`config.mk`:
```
export PLATFORM = sky130hd
export DESIGN_NAME = moving_average_filter_p
export DESIGN_NICKNAME = d
export VERILOG_FILES = /design/src/rtl/moving_average_pkg.sv /design/src/rtl/moving_average_filter_p_ring.sv /design/src/rtl/moving_average_filter_p.sv
export SDC_FILE = /design/constraint.sdc
export NUM_CORES = 1
export LEC_CHECK = 0
export CAP_MARGIN = 20
export CORE_MARGIN = 1
export CORE_UTILIZATION = 55
export DETAILED_ROUTE_END_ITERATION = 16
export GPL_TIMING_DRIVEN = 0
export PLACE_DENSITY = 0.85
export SLEW_MARGIN = 10
export SYNTH_ARGS = -nofsm -noshare
export SYNTH_HDL_FRONTEND = slang
export SYNTH_HIERARCHICAL = 1
export SYNTH_SLANG_ARGS = --single-unit
export TNS_END_PERCENT = 50
```
`constraint.sdc`:
```
create_clock -name clk -period 4.5 [get_ports clk]
set_input_delay 1.125 -clock clk [delete_from_list [all_inputs] [get_ports clk]]
set_output_delay 1.125 -clock clk [all_outputs]
set_load 0.01 [all_outputs]
```
`src/rtl/moving_average_pkg.sv`:
```
// Shared sizing helpers for the boxcar moving-average filter.
// Rounding helper is only referenced when MOVING_AVERAGE_ROUND_EN is defined.
package moving_average_pkg;

    localparam int MAX_LOG2_DEPTH = 6;

    // Accumulator width: DEPTH samples of DATA_W bits cannot exceed DATA_W+LOG2_DEPTH bits.
    function automatic int sum_width(input int data_w, input int log2_depth);
        return data_w + log2_depth;
    endfunction

    // Half an LSB of the divided result, added before the shift to round to nearest.
    function automatic int round_offset(input int log2_depth);
        return 1 << (log2_depth - 1);
    endfunction

endpackage

```
`src/rtl/moving_average_filter_p_ring.sv`:
```
// DEPTH x DATA_W sample ring with write pointer and synchronous clear.
// The oldest sample (the slot about to be overwritten) is presented combinationally.
module ma_sample_ring
    import moving_average_pkg::*;
#(
    parameter int DATA_W     = 8,
    parameter int LOG2_DEPTH = 2
) (
    input  logic              clk,
    input  logic              clr,
    input  logic              wr_en,
    input  logic [DATA_W-1:0] wr_data,
    output logic [DATA_W-1:0] oldest
);
    localparam int DEPTH = 1 << LOG2_DEPTH;

    logic [DEPTH-1:0][DATA_W-1:0] ring_q;
    logic [LOG2_DEPTH-1:0]        wr_ptr;

    always_ff @(posedge clk) begin
        if (clr) begin
            ring_q <= '0;
            wr_ptr <= '0;
        end else if (wr_en) begin
            for (int i = 0; i < DEPTH; i++)
                if (wr_ptr == LOG2_DEPTH'(i)) ring_q[i] <= wr_data;
            wr_ptr <= wr_ptr + 1'b1;
        end
    end

    assign oldest = ring_q[wr_ptr];

endmodule

```
`src/rtl/moving_average_filter_p.sv`:
```
// Parametrised boxcar moving-average filter with valid strobe, primed flag and fill count.
// Define MOVING_AVERAGE_ROUND_EN to round to nearest instead of truncating.
module moving_average_filter_p
    import moving_average_pkg::*;
#(
    parameter int DATA_W     = 8,
    parameter int LOG2_DEPTH = 2
) (
    input  logic                  clk,
    input  logic                  rst,
    input  logic                  clr_i,
    input  logic                  in_valid,
    input  logic [DATA_W-1:0]     in_data,
    output logic                  out_valid,
    output logic [DATA_W-1:0]     out_data,
    output logic                  out_primed,
    output logic [LOG2_DEPTH:0]   fill_cnt
);
    localparam int DEPTH = 1 << LOG2_DEPTH;
    localparam int SUM_W = sum_width(DATA_W, LOG2_DEPTH);

    logic              flush, accept;
    logic [DATA_W-1:0] oldest, avg;
    logic [SUM_W-1:0]  sum_q, sum_next;
    logic [LOG2_DEPTH:0] fill_next;

    assign flush  = rst | clr_i;
    assign accept = in_valid & ~clr_i;

    ma_sample_ring #(.DATA_W(DATA_W), .LOG2_DEPTH(LOG2_DEPTH)) u_ring (
        .clk     (clk),
        .clr     (flush),
        .wr_en   (accept),
        .wr_data (in_data),
        .oldest  (oldest)
    );

    // The sample leaving the window is already part of sum_q, so this never underflows.
    assign sum_next  = sum_q + SUM_W'(in_data) - SUM_W'(oldest);
    assign fill_next = (fill_cnt == (LOG2_DEPTH+1)'(DEPTH)) ? fill_cnt : fill_cnt + 1'b1;

`ifdef MOVING_AVERAGE_ROUND_EN
    logic [SUM_W:0] rnd;
    logic           unused_rnd;
    assign rnd        = {1'b0, sum_next} + (SUM_W+1)'(round_offset(LOG2_DEPTH));
    assign avg        = rnd[SUM_W-1:LOG2_DEPTH];
    assign unused_rnd = &{1'b0, rnd[SUM_W], rnd[LOG2_DEPTH-1:0]};
`else
    assign avg = sum_next[SUM_W-1:LOG2_DEPTH];
`endif

    always_ff @(posedge clk) begin
        if (flush) begin
            sum_q      <= '0;
            fill_cnt   <= '0;
            out_valid  <= 1'b0;
            out_data   <= '0;
            out_primed <= 1'b0;
        end else begin
            out_valid <= accept;
            if (accept) begin
                sum_q    <= sum_next;
                fill_cnt <= fill_next;
                out_data <= avg;
                if (fill_next == (LOG2_DEPTH+1)'(DEPTH)) out_primed <= 1'b1;
            end
        end
    end

endmodule
```
==> results.sh <==
export IMPL_yosysMostFrequentCell="dfxtp_1"
export IMPL_num_io_pins=25
export IMPL_fin_tns_setup_ps=0
export IMPL_fillers=454
export IMPL_hpwl_um=5290
export IMPL_fp_coreArea_um2=5510
export IMPL_finalNetCount=406
export IMPL_ys_top_cells_by_count="dfxtp_1 (49), inv_1 (40), a21oi_1 (37), nand3_1 (37), a21bo_2 (22)"
export IMPL_synth_xor_area_frac=0.0112
export IMPL_avgViaCountPerCell=5.85
export IMPL_period_minus_slack_ps=3550
export IMPL_synth_flop_cell="dfxtp_1"
export IMPL_die_w_um=77.4
export IMPL_synth_compound_area_frac=0.217
export IMPL_diodes=0
export IMPL_slew_violations=0
export IMPL_yosys_register_bits=49
export IMPL_min_path_type="flop to flop"
export IMPL_clk_latency_ps=310
export IMPL_numCtsBuffers=5
export IMPL_synth_top_family_by_area="compound AO/OA/AOI/OAI gates"
export IMPL_clockBufferDepth=2
export IMPL_slew_headroom=0.619
export IMPL_hp_start="out_primed$_SDFFE_PP0P_"
export IMPL_drtIter0Drc=178
export IMPL_hold_end="out_primed$_SDFFE_PP0P_"
export IMPL_drc=0
export IMPL_synth_simple_area_share=0.128
export IMPL_holdPathStages=1
export IMPL_status="completed"
export IMPL_synth_cell_types=45
export IMPL_finish_utilization=0.653
export IMPL_cp_arrival_ps=3780
export IMPL_port_buffers=24
export IMPL_clk_pin_slew_ps=100
export IMPL_fin_crit_sh=0.789
export IMPL_max_vdd_ir_drop_uv=213
export IMPL_synth_seq_area_share=0.313
export IMPL_post_cts_buffers=0
export IMPL_rr_endpoint="out_data[6]$_SDFFE_PP0P_"
export IMPL_p_leak_uw=0.00143
export IMPL_fp_dieH_um=77.4
export IMPL_routed_wl_um=7310
export IMPL_grt_first_pass_wirelength_um=12300
export IMPL_r2r_slack_ps=1340
export IMPL_cts_hold_buf=0
export IMPL_rsz0062_at_grt="no"
export IMPL_regArea_um2=981
export IMPL_synth_top_area_frac=0.313
export IMPL_muxShareOfSynthArea=0.0840
export IMPL_post_cts_resized=0
export IMPL_power_density_nw_per_um2=306
export IMPL_worstMarginPinSlew_ps=571
export IMPL_die_area_um2=6000
export IMPL_hold_viol=0
export IMPL_clock_sinks=49
export IMPL_final_cell_area_um2=3600
export IMPL_synth_nets=375
export IMPL_grt_max_degree=17
export IMPL_worstSetupPathType="input port to flop"
export IMPL_synth_warnings=6
export IMPL_antenna_found_initial=0
export IMPL_syn_to_final_growth_pct=15.0
export IMPL_worst_path_max_fanout=5
export IMPL_start_kind="input port"
export IMPL_via_count=2590
export IMPL_hold_slack_ps=477
export IMPL_fmax_mhz=282
export IMPL_yosys_area_share_adder=0.115
export IMPL_setup_viol_count_final=0
export IMPL_multi_input_area_um2=1740
export IMPL_regToRegStartpoint="u_ring/wr_ptr[1]$_SDFFE_PP0P_"
export IMPL_final_antenna_net_count=0
export IMPL_cts_tree="built"
export IMPL_cts_max_level=2
export IMPL_grt_pass1_vias=2603
export IMPL_setup_worst_path_end_class="flop"
export IMPL_cp_required_ps=4730
export IMPL_initial_utilization=0.568
export IMPL_synth_edf_count=0
export IMPL_rows=27
export IMPL_async_flop_share=0
export IMPL_dr_pass1_iters=5
export IMPL_clockRootBuffer="clkbuf_8"
export IMPL_place_area_um2=3460
export IMPL_cap_violations=0
export IMPL_grt_use_total=0.264
export IMPL_overflow=0
export IMPL_netlist_area_um2=3130
export IMPL_wl_per_cell_um=16.5
export IMPL_avgSynthCellArea_um2=9.23
export IMPL_syn_instance_count=339
export IMPL_total_power_uw=1100
export IMPL_gp_congestion=0.907
export IMPL_rr_worst_depth=10
export IMPL_synth_top_area_cell="dfxtp_1"
export IMPL_skew_ps=11.8
export IMPL_drive_above_1_share=0.205
export IMPL_synthTopCellsByArea="dfxtp_1 (31%), a21bo_2 (7.0%), ha_1 (6.4%)"
-- final cells by class --
type / count / share of cell area
repair buffers: 24 / 0.0668
well taps: 72 / 0.0250
inverters: 42 / 0.0445
clock buffers: 5 / 0.0191
clock inverters: 3 / 0.0191
flip-flops and latches: 49 / 0.273
multi-input cells: 216 / 0.483
plain buffers: 32 / 0.0699
-- state kept, by name, indices dropped and copies added (netlist names) --
name	flops
out_valid	1
out_primed	1
u_ring/ring_q	32
sum_q	2
fill_cnt	3
u_ring/wr_ptr	2
out_data	8
-- placed cells by master (no fill, tap or decap), types with 2 or more instances in the layout --
master and n:
dfxtp_1 49, inv_1 40, a21oi_1 37, nand3_1 37, clkdlybuf4s50_1 24, a21bo_2 22
nor2_1 17, ha_1 16, buf_4 11, buf_6 11, a21bo_1 10, fa_1 8
mux4_2 8, nor3_1 7, mux2i_1 6, nand2_1 6, buf_2 5, clkbuf_8 5
clkbuf_1 4, xnor2_1 4, or3_1 3, a31oi_1 3, a21oi_2 2, nor2b_1 2
a211oi_1 2, o21a_1 2, o21ai_1 2, mux2_2 2, o31ai_1 2, o221a_2 2
o21ai_0 2, o211ai_1 2, bufinv_16 2
-- metrics by stage --
stage,setup slack [ps],cells
floorplan,1460,339
global placement,702,435
detailed placement,656,435
CTS,940,443
global route,796,443
finish,949,443
-- logic make-up after synthesis --
| logic type | Yosys count |
|---|---|
| xor+xnor | 4 |
| buf+inv | 74 |
| fa+ha+maj | 24 |
| simple gates | 80 |
| mux | 16 |
| flops | 49 |
| compound gates | 92 |
-- metal layers --
layer  GRT usage  part of all wire  up-vias
li1            -                 -     1225
met1       0.297              0.40     1230
met2       0.476              0.52      116
met3      0.0576             0.060       19
met4       0.111             0.022        0
met5           0                 0        -
-- worst max-delay path by stage --
stage	start	end
floorplan	in_data[2]	out_data[6]$_SDFFE_PP0P_
global placement	in_data[1]	out_data[5]$_SDFFE_PP0P_
detailed placement	in_data[2]	out_data[6]$_SDFFE_PP0P_
CTS	in_data[2]	out_data[6]$_SDFFE_PP0P_
global route	in_data[2]	out_data[6]$_SDFFE_PP0P_
finish	in_data[2]	out_data[6]$_SDFFE_PP0P_
-- power breakdown --
group	total (µW)	leakage, µW	switching, µW	internal [µW]
Sequential	452	0.000396	7.61	444
Clock	386	0.0000687	162	224
Combinational	262	0.000963	145	118
Total	1100	0.00143	314	786
-- worst max-delay path, cell delays in order --
cell and delay (ps):
clkdlybuf4s50_1 570, inv_1 120, fa_1 560, inv_1 50, ha_1 330, nor2b_1 180
o31a_1 290, o21ai_1 160, mux2_2 350, o31ai_1 60
Power figures use the tool's default switching activity.
